## src/rtl/sipo_deframer.sv

```systemverilog
// sipo_deframer: serial-to-parallel receive stage for an MSB-first bit stream.
// Collects WIDTH-bit words, hands them to a one-entry holding register with a
// valid/ready handshake, and keeps sticky overrun / framing-error flags plus a
// count of words delivered into the holding register.
module sipo_deframer #(
  parameter int WIDTH = 4,
  parameter int CNT_W = 8
) (
  input  logic                     Clk,
  input  logic                     Rst_n,
  input  logic                     Serial_In,
  input  logic                     Serial_Valid,
  input  logic                     Frame_Start,
  input  logic                     Out_Ready,
  input  logic                     Clear_Err,
  output logic [WIDTH-1:0]         Parallel_Out,
  output logic                     Out_Valid,
  output logic                     Overrun,
  output logic                     Frame_Err,
  output logic [$clog2(WIDTH)-1:0] Bit_Count,
  output logic [CNT_W-1:0]         Word_Count
);

  localparam int BC_W = $clog2(WIDTH);
  localparam logic [BC_W-1:0] LAST_BIT = BC_W'(WIDTH - 1);

  logic [WIDTH-1:0] shreg_q, shreg_d;
  logic [BC_W-1:0]  bit_cnt_q, bit_cnt_d;
  logic [WIDTH-1:0] hold_q, hold_d;
  logic             valid_q, valid_d;
  logic             ovr_q, ovr_d;
  logic             ferr_q, ferr_d;
  logic [CNT_W-1:0] word_cnt_q, word_cnt_d;

  logic             restart;
  logic             complete;
  logic             slot_free;
  logic [WIDTH-1:0] word_full;

  // Qualify the incoming bit: restart of a partial word, or completion of a word.
  always_comb begin
    restart   = Serial_Valid && Frame_Start && (bit_cnt_q != '0);
    complete  = Serial_Valid && !restart && (bit_cnt_q == LAST_BIT);
    slot_free = !valid_q || Out_Ready;
    word_full = {shreg_q[WIDTH-2:0], Serial_In};
  end

  // Shift register and bit counter; a restart drops the partial bits so only
  // the current bit survives as the new MSB.
  always_comb begin
    shreg_d   = shreg_q;
    bit_cnt_d = bit_cnt_q;
    if (Serial_Valid) begin
      if (restart) begin
        shreg_d   = {{(WIDTH-1){1'b0}}, Serial_In};
        bit_cnt_d = BC_W'(1);
      end else if (complete) begin
        shreg_d   = word_full;
        bit_cnt_d = '0;
      end else begin
        shreg_d   = word_full;
        bit_cnt_d = bit_cnt_q + BC_W'(1);
      end
    end
  end

  // Holding register: load when the slot is free (a consumer pop on the same
  // edge frees it), otherwise drop the new word and flag the overrun.
  always_comb begin
    hold_d     = hold_q;
    valid_d    = valid_q;
    word_cnt_d = word_cnt_q;
    if (complete && slot_free) begin
      hold_d     = word_full;
      valid_d    = 1'b1;
      word_cnt_d = word_cnt_q + CNT_W'(1);
    end else if (!complete && valid_q && Out_Ready) begin
      valid_d = 1'b0;
    end
  end

  // Sticky error flags; a new error event on the clearing edge takes priority.
  always_comb begin
    ovr_d  = Clear_Err ? 1'b0 : ovr_q;
    ferr_d = Clear_Err ? 1'b0 : ferr_q;
    if (complete && !slot_free) begin
      ovr_d = 1'b1;
    end
    if (restart) begin
      ferr_d = 1'b1;
    end
  end

  // State registers with asynchronous active-low reset.
  always_ff @(posedge Clk or negedge Rst_n) begin
    if (!Rst_n) begin
      shreg_q    <= '0;
      bit_cnt_q  <= '0;
      hold_q     <= '0;
      valid_q    <= 1'b0;
      ovr_q      <= 1'b0;
      ferr_q     <= 1'b0;
      word_cnt_q <= '0;
    end else begin
      shreg_q    <= shreg_d;
      bit_cnt_q  <= bit_cnt_d;
      hold_q     <= hold_d;
      valid_q    <= valid_d;
      ovr_q      <= ovr_d;
      ferr_q     <= ferr_d;
      word_cnt_q <= word_cnt_d;
    end
  end

  assign Parallel_Out = hold_q;
  assign Out_Valid    = valid_q;
  assign Overrun      = ovr_q;
  assign Frame_Err    = ferr_q;
  assign Bit_Count    = bit_cnt_q;
  assign Word_Count   = word_cnt_q;

endmodule
```

## config.mk

```make
export PLATFORM = sky130hd
export DESIGN_NAME = sipo_deframer
export DESIGN_NICKNAME = d
export VERILOG_FILES = /design/src/rtl/sipo_deframer.sv
export SDC_FILE = /design/constraint.sdc
export NUM_CORES = 1
export LEC_CHECK = 0
export CAP_MARGIN = 15
export CORE_MARGIN = 2
export CORE_UTILIZATION = 50
export CTS_BUF_LIST = sky130_fd_sc_hd__clkbuf_8
export DETAILED_ROUTE_END_ITERATION = 8
export DONT_BUFFER_PORTS = 1
export HOLD_SLACK_MARGIN = 0.12
export SLEW_MARGIN = 10
export SYNTH_ARGS = -nofsm -noshare
export SYNTH_HDL_FRONTEND = slang
export SYNTH_SLANG_ARGS = --single-unit
```

## constraint.sdc

```tcl
create_clock -name Clk -period 2 [get_ports Clk]
set_input_delay 0.4 -clock Clk [delete_from_list [all_inputs] [get_ports Clk]]
set_output_delay 0.4 -clock Clk [all_outputs]
set_load 0.02 [all_outputs]
```

Yosys cells after proc, flatten, opt, wreduce, memory -nomap -nowiden:

Index checks and enable logic that the tools add are counted.
W data, S select, Z words.

* $add $sub $neg: 2
* equal/unequal tests: 1
* mux-type cells: 8
* reductions and logical operators: 17

Operator list (number)
* $add A8 B1 Y8 const B: 1
* $logic_and A1 B1 Y1: 8
* $reduce_bool A2 Y1: 4
* $mux W1: 5
* $logic_not A1 Y1: 4
* $mux W2: 2
* $mux W3: 1
* $add A2 B1 Y2 const B: 1
* $eq A2 B2 Y1 const B: 1
* $logic_or A1 B1 Y1: 1

* bits in registers: 20
* bits of input ports: 7
* output and inout bits: 17
* logic and storage cells: 35

Logic depth before layout (Yosys ltp):

Gate-level depths: netlist of the first run.

* word-level depth: 10
* mapped depth: 6

Worst setup path before layout of the first run:

OpenSTA, ideal clock, no wires.

* path type: register -> register
* start point: register bit_cnt_q[0] (netlist: Bit_Count[0])
* end point: register hold_q[0] (netlist: Parallel_Out[0])
* setup time: 125 ps
* data arrival time: 1432 ps
* setup slack: 443 ps
* stages on the path, launching flop included: 6
* buffers on the path: 0
* period minus slack after synthesis: 1557 ps
* cell sequence: dfrtp_1 -> inv_1 -> ha_1 -> nand2b_1 -> nand4_2 -> mux2_2

* cells in the longest elaborated chain, start to end: 6
* elaborated cells between the ends (all ways): 7
* those cells by class: eq/ne (1); reduce/logical (6)

Ends and longest elaborated chain
* from (decl): line 28 `logic [BC_W-1:0] bit_cnt_q, bit_cnt_d;`
* from (signal assigned): line 106 `bit_cnt_q <= bit_cnt_d;`
* $reduce_bool A2 Y1: line 42 `restart = Serial_Valid && Frame_Start && (bit_cnt_q != '0);`
* $logic_and A1 B1 Y1: line 42
* $logic_not A1 Y1: line 43 `complete = Serial_Valid && !restart && (bit_cnt_q == LAST_BIT);`
* $logic_and A1 B1 Y1: line 43
* $logic_and A1 B1 Y1 *: line 43
* $logic_and A1 B1 Y1 *: line 73 `if (complete && slot_free) begin`
* to (signal assigned): line 107 `hold_q <= hold_d;`
* to (decl): line 29 `logic [WIDTH-1:0] hold_q, hold_d;`

Every way passes the cells marked *; elsewhere a longest branch is shown, timed or not.
A chain may end at the register's enable or synchronous reset.

Worst setup path after layout of the first run:

Ends and elaborated chain as after synthesis.

==> flow_metrics.py, run 1 <==
metrics = {
    "sta": {
        "max_freq_ghz": 0.594,
        "timing.hold.ws_ns": 0.246,
        "period_minus_slack_ns": 1.68,
        "tns_ns": 0,
        "setup_viol": 0,
        "final_max_slew_viol_count": 0,
        "finalCritPeriodShare_pct": 84.1,
        "hold_viol_final": 0,
        "finClkSkew_ns": 0.00289,
        "rsz0062_at_grt": "no",
        "relSlewSlack_pct": 41.4,
        "worst_slew_pin_slew_ns": 0.877,
    },
    "setup_path": {
        "path_class": "reg2reg",
        "startpoint_type": "register",
        "crit_required_ns": 2.14,
        "cp_data_arrival_time_ns": 1.82,
        "crit_path_max_fanout": 10,
        "cp-end-kind": "register",
    },
    "clock_tree": {
        "clk_pin_slew_ns": 0.07,
        "clk_latency_ns": 0.25,
        "root_buffer": "clkbuf_8",
        "tritoncts": "built",
        "ctsLongestPathBuffers": 2,
        "cts-resized-gates": 0,
        "cts_buffers": 3,
        "cts.sinks": 20,
        "h-tree-depth": 1,
    },
    "floorplan": {
        "initial_core_util_pct": 51.5,
        "num_rows": 15,
        "die_h_um": 45.7,
        "die_area_um2": 2090,
        "coreArea_um2": 1690,
        "fp.dieW_um": 45.7,
        "ioPinCount": 24,
    },
    "route": {
        "drt_iter0_drc": 9,
        "drc_errors": 0,
        "drt-total-wl_um": 1450,
        "wl_per_cell_um": 15.1,
        "dr.pass1.iters": 3,
        "ant_nets": 0,
        "vias_per_cell": 5.46,
        "vias": 524,
    },
    "logic_synthesis": {
        "syn_nets": 85,
        "synth_edf_count": 0,
        "synth_common_cells": "dfrtp_1 (20), nand2_1 (10), o21ai_0 (7)",
        "async_flop_share_pct": 100,
        "netlist.top_cell.by_area": "dfrtp_1",
        "synth-seq-cells": 20,
        "netlist_instances": 75,
        "yosysSeqAreaShare_pct": 57.6,
        "synth_top_area_share_pct": 57.6,
        "yosysWarningCount": 0,
        "netlist_area_um2": 870,
        "synthTopCellsByArea": "dfrtp_1 (58%), mux2_2 (5.2%), xnor2_1 (5.0%)",
        "synth_area_per_cell_um2": 11.6,
        "synth.most_common_cell": "dfrtp_1",
        "synthDistinctLibCells": 20,
        "synth_flop_cell": "dfrtp_1",
    },
    "power": {
        "clockPowerShare_pct": 28.9,
        "internal_power_mw": 0.888,
        "p_comb_share_pct": 16.7,
        "seqPwrFrac_pct": 54.4,
        "vdd_drop_max_mv": 0.758,
        "p_sw_mw": 0.484,
        "power_density_nw_per_um2": 1430,
        "p_leak_nw": 0.445,
        "sw_frac_of_total_pct": 35.3,
    },
    "global_route": {
        "antenna_found_initial": 0,
        "grt_pass1_wl_um": 2350,
        "grt_max_degree": 21,
        "grtUsageTotal_pct": 16.3,
        "overflow": 0,
        "grt_pass1_vias": 547,
    },
    "run": {
        "cap_violations": 0,
    },
    "layout": {
        "final_cells": 96,
        "nets": 90,
        "synthToLayoutAreaGrowth_pct": 10.5,
        "diodes": 0,
        "drive_above_1_share_pct": 15.2,
    },
    "placed_design": {
        "io_buffers": 0,
        "place_inst": 91,
        "gp_congestion": 0.648,
        "post-dp-hpwl_um": 1050,
    },
    "hold_path": {
        "holdCritPathClass": "in2reg",
    },
    "status": {
        "status": "finished clean",
    },
}
-- layer usage --
layer  up-vias  GRT usage (%)  part of all wire, %
met5         -              0                    0
met4         0           10.3                  1.2
met1       255           19.1                   43
met2        13           26.2                   51
met3         2           4.37                  5.5
li1        254              -                    -
-- timing repair --
item / 4_1_cts / 5_1_grt
hold buffers: 1 / 0
setup buffers: 0 / 0
endpoints found under the hold margin: 20 / 0
-- final cells by class --
class,instances,area (um2)
well taps,17,21.3
repair buffers,1,10.0
fillers,143,728
multi-input cells,48,335
clock buffers,3,41.3
flip-flops and latches,20,500
inverters,6,22.5
clock inverters,1,30.0
-- placed cells by master (no fill, tap or decap), types with 3 or more instances in the layout --
| cell type | synthesis | final |
|---|---|---|
| o21ai_0 | 7 | 7 |
| xnor2_1 | 5 | 5 |
| nand2_1 | 10 | 10 |
| dfrtp_1 | 20 | 20 |
| clkbuf_8 | 0 | 3 |
| nor2_1 | 3 | 3 |
| mux2_2 | 4 | 4 |
| ha_1 | 3 | 3 |
| inv_1 | 6 | 6 |
-- critical path, cell delays in order, from the launching register on --
cell,delay (ns)
dfrtp_1,0.52
inv_1,0.08
ha_1,0.22
nand2b_1,0.17
nand4_2,0.22
mux2_2,0.36
-- flip-flops by register name (all words and copies together) (netlist names) --
register / cells
shreg_q: 3
Parallel_Out: 4
Bit_Count: 2
Overrun: 1
Out_Valid: 1
Frame_Err: 1
Word_Count: 8
-- cell families (layout without fill, tap and decap cells) --
group / count (synthesis) / in the layout / share of synthesized area, %
AND/OR/NAND/NOR: 25 / 25 / 16.4
flip-flops: 20 / 20 / 57.6
AO/OA/AOI/OAI: 9 / 9 / 5.61
XOR/XNOR: 7 / 7 / 7.05
buffers and inverters: 7 / 11 / 3.88
multiplexers: 4 / 4 / 5.18
adder cells (fa/ha/maj): 3 / 3 / 4.32
-- power by group through the flow --
| stage | logic (mW) | clock network [mW] | registers [mW] |
|---|---|---|---|
| CTS | 0.230 | 0.407 | 0.752 |
| global placement | 0.211 | 0 | 0.752 |
| finish | 0.230 | 0.396 | 0.747 |
| floorplan | 0.186 | 0 | 0.724 |
| detailed placement | 0.215 | 0 | 0.758 |
| global route | 0.262 | 0.425 | 0.765 |
-- final timing paths --
check | endpoint | start | slack [ns] | cells after the start
setup reg to reg | Parallel_Out[0]$_DFFE_PN0P_ | Bit_Count[0]$_DFFE_PN0P_ | 0.32 | 5
max in group asynchronous | Bit_Count[0]$_DFFE_PN0P_ | Rst_n | 0.75 | 1
hold reg to reg | shreg_q[2]$_DFFE_PN0P_ | shreg_q[1]$_DFFE_PN0P_ | 0.51 | 2
hold / removal | Overrun$_DFFE_PN0P_ | Clear_Err | 0.25 | 1
min in group asynchronous | Out_Valid$_DFFE_PN0P_ | Rst_n | 0.71 | 1
setup / recovery | Parallel_Out[0]$_DFFE_PN0P_ | Bit_Count[0]$_DFFE_PN0P_ | 0.32 | 5
-- metrics by stage --
| stage | power, mW | cell area, um2 | utilization (%) | setup WS (ns) |
|---|---|---|---|---|
| finish | 1.37 | 961 | 56.9 | 0.317 |
| global route | 1.45 | 961 | 56.9 | 0.215 |
| CTS | 1.39 | 961 | 56.9 | 0.307 |
| detailed placement | 0.973 | 880 | 52.1 | 0.312 |
| global placement | 0.963 | 880 | 52.1 | 0.359 |
| floorplan | 0.910 | 870 | - | 0.443 |
(Power assumes the default switching activity.)
==> run 2, diff against run 1 <==
- PLACE_DENSITY: unset -> 0.68
- clock period: 2 -> 1.4 ns (I/O delays scaled with it)
==> run 2 against run 1 <==
Largest power group unchanged; setup slack worse by 0.29 ns; non-clock buffer count is 17 higher; sequential power up 27%; final cell count up 18%; maximum frequency up 23%; count of clock-buffer cells in the layout is 1 higher; clock skew decreased by 0.0011 ns.
==> flow_metrics.py, run 2 (synthesis results as in run 1) <==
metrics = {
    "clock_tree": {
        "tritoncts": "built",
        "clk_pin_slew_ns": 0.07,
        "root_buffer": "clkbuf_8",
        "cts_buffers": 3,
        "ctsLongestPathBuffers": 2,
        "cts.sinks": 20,
        "h-tree-depth": 1,
        "clk_latency_ns": 0.26,
    },
    "layout": {
        "layout_commonest_cell": "dfrtp_1",
        "final_cells": 113,
        "nets": 107,
        "drive_above_1_share_pct": 43.8,
        "diodes": 0,
        "largest_reg_flops": 8,
        "final_cell_mix": "dfrtp_1 (18), buf_4 (14), nand2_1 (8)",
        "finish.utilization_pct": 68.8,
        "synthToLayoutAreaGrowth_pct": 33.7,
        "finalInstanceArea_um2": 1160,
    },
    "sta": {
        "final_max_slew_viol_count": 0,
        "period_minus_slack_ns": 1.37,
        "max_freq_ghz": 0.731,
        "relSlewSlack_pct": 42.3,
        "rsz0062_at_grt": "yes",
        "worst_slew_pin_slew_ns": 0.862,
        "finClkSkew_ns": 0.00182,
        "finalCritPeriodShare_pct": 97.7,
        "hold_viol_final": 0,
        "timing.hold.ws_ns": 0.121,
        "setup_viol": 0,
    },
    "route": {
        "vias": 601,
        "wl_per_cell_um": 14.6,
        "drt_iter0_drc": 2,
        "vias_per_cell": 5.32,
        "drt-total-wl_um": 1650,
        "drc_errors": 0,
        "dr.pass1.iters": 4,
        "ant_nets": 0,
    },
    "floorplan": {
        "die_area_um2": 2090,
        "ioPinCount": 24,
        "die_h_um": 45.7,
        "fp.dieW_um": 45.7,
        "num_rows": 15,
        "initial_core_util_pct": 51.5,
        "coreArea_um2": 1690,
    },
    "placed_design": {
        "io_buffers": 0,
        "place_inst": 100,
        "post-dp-hpwl_um": 1110,
        "gp_congestion": 0.771,
        "place_area_um2": 968,
    },
    "global_route": {
        "grt_max_degree": 21,
        "grtUsageTotal_pct": 17.6,
        "grt_pass1_vias": 577,
        "grt_pass1_wl_um": 2570,
        "antenna_found_initial": 0,
        "overflow": 0,
    },
    "hold_path": {
        "holdCritPathClass": "in2reg",
        "hp-start": "Serial_Valid",
    },
    "setup_path": {
        "path_class": "reg2reg",
        "rr_startpoint": "Bit_Count[0]$_DFFE_PN0P_",
        "crit_path_start": "Bit_Count[0]$_DFFE_PN0P_",
        "path_buf_inv": 1,
        "max_stage_delay_ns": 0.45,
        "crit_path_max_fanout": 7,
        "cp-end-kind": "register",
        "crit_chain": "ha_4, buf_4, nand4_4, mux2_2",
        "startpoint_type": "register",
        "cp_top_family": "flip-flops",
        "cpMaxStageDelayCell": "dfrtp_2",
        "cp_data_arrival_time_ns": 1.52,
        "crit_required_ns": 1.55,
    },
    "power": {
        "p_leak_nw": 0.529,
        "vdd_drop_max_mv": 0.874,
        "power_density_nw_per_um2": 1870,
    },
    "run": {
        "cap_violations": 0,
    },
    "status": {
        "status": "finished clean",
    },
}
==> run 2: what timing repair did <==
| action | CTS | global route |
|---|---|---|
| hold endpoints to repair | 22 | 0 |
| gates resized for setup | 1 | 18 |
| setup endpoints to repair | 2 | 11 |
| setup buffers | 0 | 6 |
| pin swaps | 0 | 8 |
| gates cloned | 0 | 0 |
| hold buffers | 3 | 0 |
==> run 2: through the flow <==
step | setup WS (ns) | total power [mW] | setup TNS [ns]
2_1_floorplan | -0.00267 | 1.33 | -0.00267
3_3_place_gp | -0.0362 | 1.53 | -0.0362
3_5_place_dp | -0.0568 | 1.55 | -0.0568
4_1_cts | -0.00851 | 2.01 | -0.0147
5_1_grt | -0.0663 | 2.31 | -0.241
6_report | 0.0320 | 2.17 | 0
==> run 2: power breakdown <==
| group | total [mW] | internal [mW] | switching (mW) | leakage [nW] |
|---|---|---|---|---|
| clock | 0.442 | 0.251 | 0.191 | 0.0288 |
| combinational | 0.779 | 0.386 | 0.394 | 0.244 |
| sequential | 0.950 | 0.738 | 0.212 | 0.257 |
| total | 2.17 | 1.37 | 0.797 | 0.529 |
==> run 2: worst paths after layout <==
check / slack (ns) / cells past startpoint / endpoint
setup / recovery: 0.03 / 4 / Parallel_Out[1]$_DFFE_PN0P_
setup reg to reg: 0.03 / 4 / Parallel_Out[1]$_DFFE_PN0P_
min in group asynchronous: 0.58 / 1 / Frame_Err$_DFFE_PN0P_
hold / removal: 0.12 / 1 / shreg_q[1]$_DFFE_PN0P_
hold reg to reg: 0.50 / 2 / shreg_q[2]$_DFFE_PN0P_
max in group asynchronous: 0.24 / 1 / Bit_Count[0]$_DFFE_PN0P_
==> run 2: final cells by class <==
| class | count | area [um2] |
|---|---|---|
| fill | 129 | 527 |
| sequential | 20 | 503 |
| multi-input combinational | 48 | 414 |
| timing repair buffer | 18 | 146 |
| clock buffer | 4 | 55.1 |
| inverter | 6 | 22.5 |
| tap | 17 | 21.3 |
==> run 2: routing by layer <==
layer | vias to the layer above | GRT usage (%) | wire length [um]
met5 | - | 0 | 0
met4 | 0 | 6.86 | 26
met3 | 5 | 6.75 | 89
met2 | 17 | 25.6 | 785
met1 | 292 | 23.5 | 747
li1 | 287 | - | -
